--- config.mk ---
export PLATFORM = sky130hd
export DESIGN_NAME = node_port_sink_flat
export DESIGN_NICKNAME = d
export VERILOG_FILES = /design/src/rtl/noc_types.sv /design/src/rtl/node_port.sv /design/src/rtl/noc_fifo.sv /design/src/rtl/node_port_sink.sv /design/src/flat_wrapper.sv
export SDC_FILE = /design/constraint.sdc
export NUM_CORES = 1
export LEC_CHECK = 0
export ABC_AREA = 1
export BUFFER_PORTS_ARGS = -buffer_cell sky130_fd_sc_hd__buf_2
export CAP_MARGIN = 10
export CORE_MARGIN = 1.5
export CORE_UTILIZATION = 56
export CTS_CLUSTER_SIZE = 14
export DETAILED_ROUTE_END_ITERATION = 10
export PLACE_DENSITY = 0.81
export SLEW_MARGIN = 30
export SYNTH_ARGS = -nofsm -noshare
export SYNTH_HDL_FRONTEND = slang
export SYNTH_HIERARCHICAL = 1
export SYNTH_SLANG_ARGS = --single-unit
--- constraint.sdc ---
create_clock -name clk -period 3.1 [get_ports clk]
set_input_delay 0.31 -clock clk [delete_from_list [all_inputs] [get_ports clk]]
set_output_delay 0.31 -clock clk [all_outputs]
set_load 0.005 [all_outputs]
--- src/rtl/noc_types.sv ---
// Shared NoC types: flit layout, flit kinds and the sink FSM state encoding.
package noc_types;

    localparam int DATA_W = 8;
    localparam int ADDR_W = 4;

    typedef enum logic [1:0] {
        HEAD = 2'd0,
        BODY = 2'd1,
        TAIL = 2'd2
    } flit_kind_t;

    typedef struct packed {
        flit_kind_t          kind;
        logic [ADDR_W-1:0]   dst;
        logic [DATA_W-1:0]   payload;
    } flit_t;

    typedef enum logic {
        IDLE      = 1'b0,
        CONNECTED = 1'b1
    } state_t;

endpackage

--- src/rtl/node_port.sv ---
// Point-to-point link between an upstream sender and a downstream node port.
interface node_port;

    logic                enable;
    noc_types::flit_t    flit;
    logic                ack;
    logic                rej;

    modport up   (output enable, output flit, input  ack, input  rej);
    modport down (input  enable, input  flit, output ack, output rej);

endinterface

--- src/rtl/noc_fifo.sv ---
// Synchronous FIFO with full/empty flags; a write into a full FIFO is taken when a read happens in the same cycle.
module noc_fifo #(
    parameter int DATA_W = 8,
    parameter int DEPTH  = 4
) (
    input  logic              clk,
    input  logic              rst_n,
    input  logic              wr_en,
    input  logic [DATA_W-1:0] wr_data,
    input  logic              rd_en,
    output logic [DATA_W-1:0] rd_data,
    output logic              full,
    output logic              empty
);

    localparam int AW = $clog2(DEPTH);
    localparam int CW = AW + 1;
    localparam logic [CW-1:0] FULL_CNT = CW'(DEPTH);

    logic [DATA_W-1:0] mem [DEPTH];
    logic [AW-1:0]     wr_ptr;
    logic [AW-1:0]     rd_ptr;
    logic [CW-1:0]     count;
    logic              wr_ok;
    logic              rd_ok;

    assign full    = (count == FULL_CNT);
    assign empty   = (count == '0);
    assign wr_ok   = wr_en && (!full || rd_en);
    assign rd_ok   = rd_en && !empty;
    assign rd_data = mem[rd_ptr];

    // Storage is not reset; only pointers and occupancy are.
    always_ff @(posedge clk) begin
        if (wr_ok) begin
            mem[wr_ptr] <= wr_data;
        end
    end

    always_ff @(posedge clk or negedge rst_n) begin
        if (!rst_n) begin
            wr_ptr <= '0;
            rd_ptr <= '0;
            count  <= '0;
        end else begin
            if (wr_ok) begin
                wr_ptr <= wr_ptr + AW'(1);
            end
            if (rd_ok) begin
                rd_ptr <= rd_ptr + AW'(1);
            end
            case ({wr_ok, rd_ok})
                2'b10:   count <= count + CW'(1);
                2'b01:   count <= count - CW'(1);
                default: count <= count;
            endcase
        end
    end

endmodule

--- src/rtl/node_port_sink.sv ---
// Packet sink for one NoC node: accepts a HEAD addressed to this node, buffers BODY/TAIL payloads for a local consumer.
module node_port_sink
    import noc_types::*;
#(
    parameter int NODE_ADDR  = 0,
    parameter int FIFO_DEPTH = 4
) (
    input  logic              clk,
    input  logic              rst_n,
    node_port.down            port,
    output logic [DATA_W-1:0] rd_data,
    output logic              rd_last,
    output logic              rd_valid,
    input  logic              rd_ready,
    output logic              err,
    input  logic              err_clr
);

    localparam logic [ADDR_W-1:0] LOCAL_ADDR = ADDR_W'(NODE_ADDR);

    state_t state;
    state_t state_nxt;

    logic fifo_full;
    logic fifo_empty;
    logic pop;
    logic push;
    logic push_last;
    logic rej_nxt;
    logic err_set;
    logic ack_q;
    logic rej_q;
    logic err_q;

    logic is_head;
    logic is_tail;
    logic head_ok;
    logic overflow;

    assign pop      = rd_valid && rd_ready;
    assign is_head  = (port.flit.kind == HEAD);
    assign is_tail  = (port.flit.kind == TAIL);
    assign head_ok  = (port.flit.dst == LOCAL_ADDR) && fifo_empty;
    // A full FIFO still takes a flit if the consumer frees a slot this cycle.
    assign overflow = fifo_full && !pop;

    always_ff @(posedge clk or negedge rst_n) begin
        if (!rst_n) begin
            state <= IDLE;
        end else begin
            state <= state_nxt;
        end
    end

    always_comb begin
        state_nxt = state;
        if (port.enable) begin
            case (state)
                IDLE: begin
                    if (is_head && head_ok) begin
                        state_nxt = CONNECTED;
                    end
                end
                CONNECTED: begin
                    if (is_head || overflow || is_tail) begin
                        state_nxt = IDLE;
                    end
                end
                default: state_nxt = IDLE;
            endcase
        end
    end

    always_comb begin
        push      = 1'b0;
        push_last = 1'b0;
        rej_nxt   = 1'b0;
        err_set   = 1'b0;
        if (port.enable) begin
            case (state)
                IDLE: begin
                    if (is_head) begin
                        rej_nxt = !head_ok;
                    end else begin
                        err_set = 1'b1;
                    end
                end
                CONNECTED: begin
                    if (is_head || overflow) begin
                        rej_nxt = 1'b1;
                        err_set = 1'b1;
                    end else begin
                        push      = 1'b1;
                        push_last = is_tail;
                    end
                end
                default: ;
            endcase
        end
    end

    // Handshake and error flags are registered one cycle behind the sampled flit; set beats clear.
    always_ff @(posedge clk or negedge rst_n) begin
        if (!rst_n) begin
            ack_q <= 1'b0;
            rej_q <= 1'b0;
            err_q <= 1'b0;
        end else begin
            ack_q <= (state_nxt == CONNECTED);
            rej_q <= rej_nxt;
            if (err_set) begin
                err_q <= 1'b1;
            end else if (err_clr) begin
                err_q <= 1'b0;
            end
        end
    end

    assign port.ack = ack_q;
    assign port.rej = rej_q;
    assign err      = err_q;
    assign rd_valid = !fifo_empty;

    noc_fifo #(
        .DATA_W (DATA_W + 1),
        .DEPTH  (FIFO_DEPTH)
    ) u_fifo (
        .clk     (clk),
        .rst_n   (rst_n),
        .wr_en   (push),
        .wr_data ({push_last, port.flit.payload}),
        .rd_en   (pop),
        .rd_data ({rd_last, rd_data}),
        .full    (fifo_full),
        .empty   (fifo_empty)
    );

endmodule

--- src/flat_wrapper.sv ---
// flat-port wrapper written by rule: the top's interface ports become plain ports
module node_port_sink_flat import noc_types::*;
#(
    parameter int NODE_ADDR  = 0,
    parameter int FIFO_DEPTH = 4
)
  (clk, rst_n, rd_data, rd_last, rd_valid, rd_ready, err, err_clr, port_enable, port_flit, port_ack, port_rej);
  node_port port_i ();
  input  logic clk;
  input  logic rst_n;
  output logic [DATA_W-1:0] rd_data;
  output logic rd_last;
  output logic rd_valid;
  input  logic rd_ready;
  output logic err;
  input  logic err_clr;
  input wire logic [$bits(port_i.enable)-1:0] port_enable;
  input wire logic [$bits(port_i.flit)-1:0] port_flit;
  output wire logic [$bits(port_i.ack)-1:0] port_ack;
  output wire logic [$bits(port_i.rej)-1:0] port_rej;
  assign port_i.enable = port_enable;
  assign port_i.flit = port_flit;
  assign port_ack = port_i.ack;
  assign port_rej = port_i.rej;
  node_port_sink #(.NODE_ADDR(NODE_ADDR), .FIFO_DEPTH(FIFO_DEPTH)) u_core (.clk(clk), .rst_n(rst_n), .port(port_i), .rd_data(rd_data), .rd_last(rd_last), .rd_valid(rd_valid), .rd_ready(rd_ready), .err(err), .err_clr(err_clr));
endmodule
==> flow_metrics.py <==
metrics = {
    "floorplan": {
        "core_area_um2": 3440,
        "die_area_um2": 4080,
        "start_util_pct": 60.2,
        "rows": 21,
        "die_x_um": 63.8,
        "boundaryPins": 32,
        "fp.dieH_um": 63.8,
    },
    "sta": {
        "finalHoldViolCount": 0,
        "rsz0062_at_grt": "no",
        "max_slew.worst_pin.slew_ns": 0.695,
        "worst_clock_skew_ns": 0.00390,
        "timing.final.crit_share_pct": 74.0,
        "layout_setup_ws_ns": 0.804,
        "min_period_ns": 2.30,
        "relSlewSlack_pct": 53.7,
        "setup-violations-final": 0,
        "drv_slew": 0,
        "max_freq_ghz": 0.436,
        "tns_ns": 0,
        "holdWs_ns": 0.175,
    },
    "grt": {
        "grt_usage_pct": 19.1,
        "antenna_found_initial": 0,
        "grt_pass1_vias": 1315,
        "grt_pass1_wl_um": 5750,
        "grt-ovfl-total": 0,
        "grt_max_degree": 22,
    },
    "setup_path": {
        "ff2ff_setup_slack_ns": 0.80,
        "required_ns": 3.29,
        "cp-startpoint": "u_core/u_fifo/count[0]",
        "crit_arrival_ns": 2.49,
        "crit_chain": "nor2_2 > nand2_1 > inv_1 > inv_2 > nand2_1 > nand2_2 > nand2_2 > nor2_1 > nand2_4 > ha_1 > inv_1 > fa_1 > nand2_1 > nand3_1 > nand2_1 > nand2_1",
        "path_depth": 16,
        "crit_buf_inv": 3,
        "r2r-end": "u_core/u_fifo/count[2]",
        "cp-end-kind": "flop",
        "reg2reg_from": "u_core/u_fifo/count[0]",
        "cp-start-kind": "flop",
        "worstPathMaxFanout": 7,
        "crit_type": "reg -> reg",
        "r2r_cells": 16,
        "critical-path-top-delay-family": "simple AND/OR/NAND/NOR gates",
        "cp-endpoint": "u_core/u_fifo/count[2]",
        "cpPeakStageDelay_ns": 0.43,
        "crit_slowest_cell": "dfrtp_1",
        "crit_top_cell": "nand2_1",
    },
    "yosys": {
        "postSynthCellCount": 191,
        "synthesis.area_um2": 2070,
        "synth.distinct_cells": 24,
        "synth_warnings": 6,
        "synth-seq-area-share_pct": 64.2,
        "synth-seq-cells": 46,
        "syn_nets": 216,
        "synth.avg_cell_area_um2": 10.9,
    },
    "cts": {
        "cts_setup_buffers": 0,
        "ctsHtreeMaxLevel": 2,
        "cts_made_buffers": 5,
        "clk_latency_ns": 0.30,
        "cts_tree": "yes",
        "cts_root_buf": "clkbuf_8",
        "clk_path_buf_depth": 2,
        "clk_pin_slew_ns": 0.09,
        "cts_sinks": 46,
    },
    "hold_path": {
        "min_path_type": "in -> reg",
    },
    "placed_design": {
        "placed_area_um2": 2260,
        "dp_hpwl_um": 2280,
        "gp_congestion": 0.840,
        "port_buffers": 31,
        "place_inst": 267,
        "dp_slack_ns": 0.835,
    },
    "detailed_routing": {
        "vias": 1354,
        "drt_iter0_drc": 41,
        "drt-total-wl_um": 3340,
        "dr.pass1.iters": 4,
        "drcViolationCount": 0,
        "ant_nets": 0,
        "via_per_inst": 4.91,
        "wl_per_cell_um": 12.1,
    },
    "layout": {
        "diodes": 0,
        "finalInstanceArea_um2": 2370,
        "drive_above_1_share_pct": 25.7,
        "fin_nets": 254,
        "stdcell_count": 276,
        "post-route-util_pct": 68.7,
        "syn2layout_area_growth_pct": 14.1,
    },
    "pwr": {
        "finalPower_mw": 1.73,
        "leakage_nw": 0.994,
        "peakVddDrop_mv": 0.451,
        "power.density_nw_per_um2": 729,
    },
    "outcome": {
        "status": "finished, final reports clean",
    },
    "flow_run": {
        "cap_violations": 0,
    },
}
synthesized netlist by cell type:
cell type	count	area share [%]
nand2_4	1	0.54
fa_1	1	0.97
o21ai_1	16	3.9
nor3_1	1	0.24
inv_2	4	0.72
edfxtp_1	36	52
nor3_2	1	0.48
xnor2_1	1	0.42
nor2_2	4	1.2
inv_1	19	3.4
nor2_1	36	6.5
dfrtp_1	10	12
nand3_2	1	0.48
a21oi_1	1	0.24
nand2_2	3	0.91
nand4_1	2	0.60
o21ai_0	12	2.9
nand2_1	23	4.2
ha_1	5	3.0
buf_6	4	2.2
buf_4	1	0.36
a21oi_2	1	0.42
o21ai_2	1	0.42
nand3_1	7	1.7
cells in the final DEF (no fill, tap or decap):
cell type	count
nand2_4	1
dlygate4sd3_1	1
fa_1	1
dfrtp_1	10
a21oi_1	1
o21ai_0	12
inv_1	19
xnor2_1	1
inv_6	1
nand3_1	7
o21ai_2	1
clkinvlp_4	2
ha_1	5
edfxtp_1	36
buf_2	31
inv_2	4
clkbuf_8	5
buf_4	4
nand2_1	23
nand3_2	1
nor2_1	36
nor3_2	1
o21ai_1	16
nand4_1	2
nor3_1	1
nor2_2	4
a21oi_2	1
nand2_2	3
how the worst min path moves through the flow:
stage               startpoint               to  cells after the start
floorplan                rst_n       u_core/err                      0
global placement         rst_n  u_core/port.ack                      1
detailed placement       rst_n  u_core/port.ack                      1
CTS                    err_clr       u_core/err                      2
global route           err_clr       u_core/err                      2
finish                 err_clr       u_core/err                      2
sequential cells by signal, indices dropped and copies added (netlist names):
| signal | cells |
|---|---|
| u_core/u_fifo/count | 3 |
| u_core/u_fifo/wr_ptr | 2 |
| u_core/port.rej | 1 |
| u_core/u_fifo/mem | 36 |
| u_core/err | 1 |
| u_core/u_fifo/rd_ptr | 2 |
| u_core/port.ack | 1 |
per-layer routing:
| metal | vias to the layer above | wire length [µm] | GRT usage [%] |
|---|---|---|---|
| met5 | - | 0 | 0 |
| met4 | 0 | 51 | 8.15 |
| met3 | 6 | 138 | 4.75 |
| met2 | 23 | 1580 | 30.5 |
| met1 | 619 | 1560 | 25.1 |
| li1 | 706 | - | - |
power by group:
group	total, mW	internal [mW]	switching [mW]
logic	0.566	0.229	0.337
clock network	0.366	0.161	0.205
registers	0.793	0.712	0.0817
total	1.73	1.10	0.623
logic make-up after synthesis:
family	synth area share, %
AOI/OAI and AO/OA	7.85
DFF	64.2
adders and majority gates	3.98
xor gates and xnor gates	0.423
and+or+nand+nor	16.8
buffers and inverters	6.70
final cells by class:
type	instances	area [µm²]
clock buffer	5	68.8
clock inverter	3	23.8
fill	257	1080
inverter	23	86.3
multi-input combinational	117	603
sequential	46	1330
tap	46	57.6
timing repair buffer	36	195
what timing repair did:
| action | 4_1_cts | 5_1_grt |
|---|---|---|
| hold endpoints to repair | 10 | 0 |
| hold buffers | 1 | 0 |
| resized for setup | 0 | 0 |
| endpoints found under the setup margin | 0 | 0 |
No activity file was read; power rests on OpenSTA's default activity.
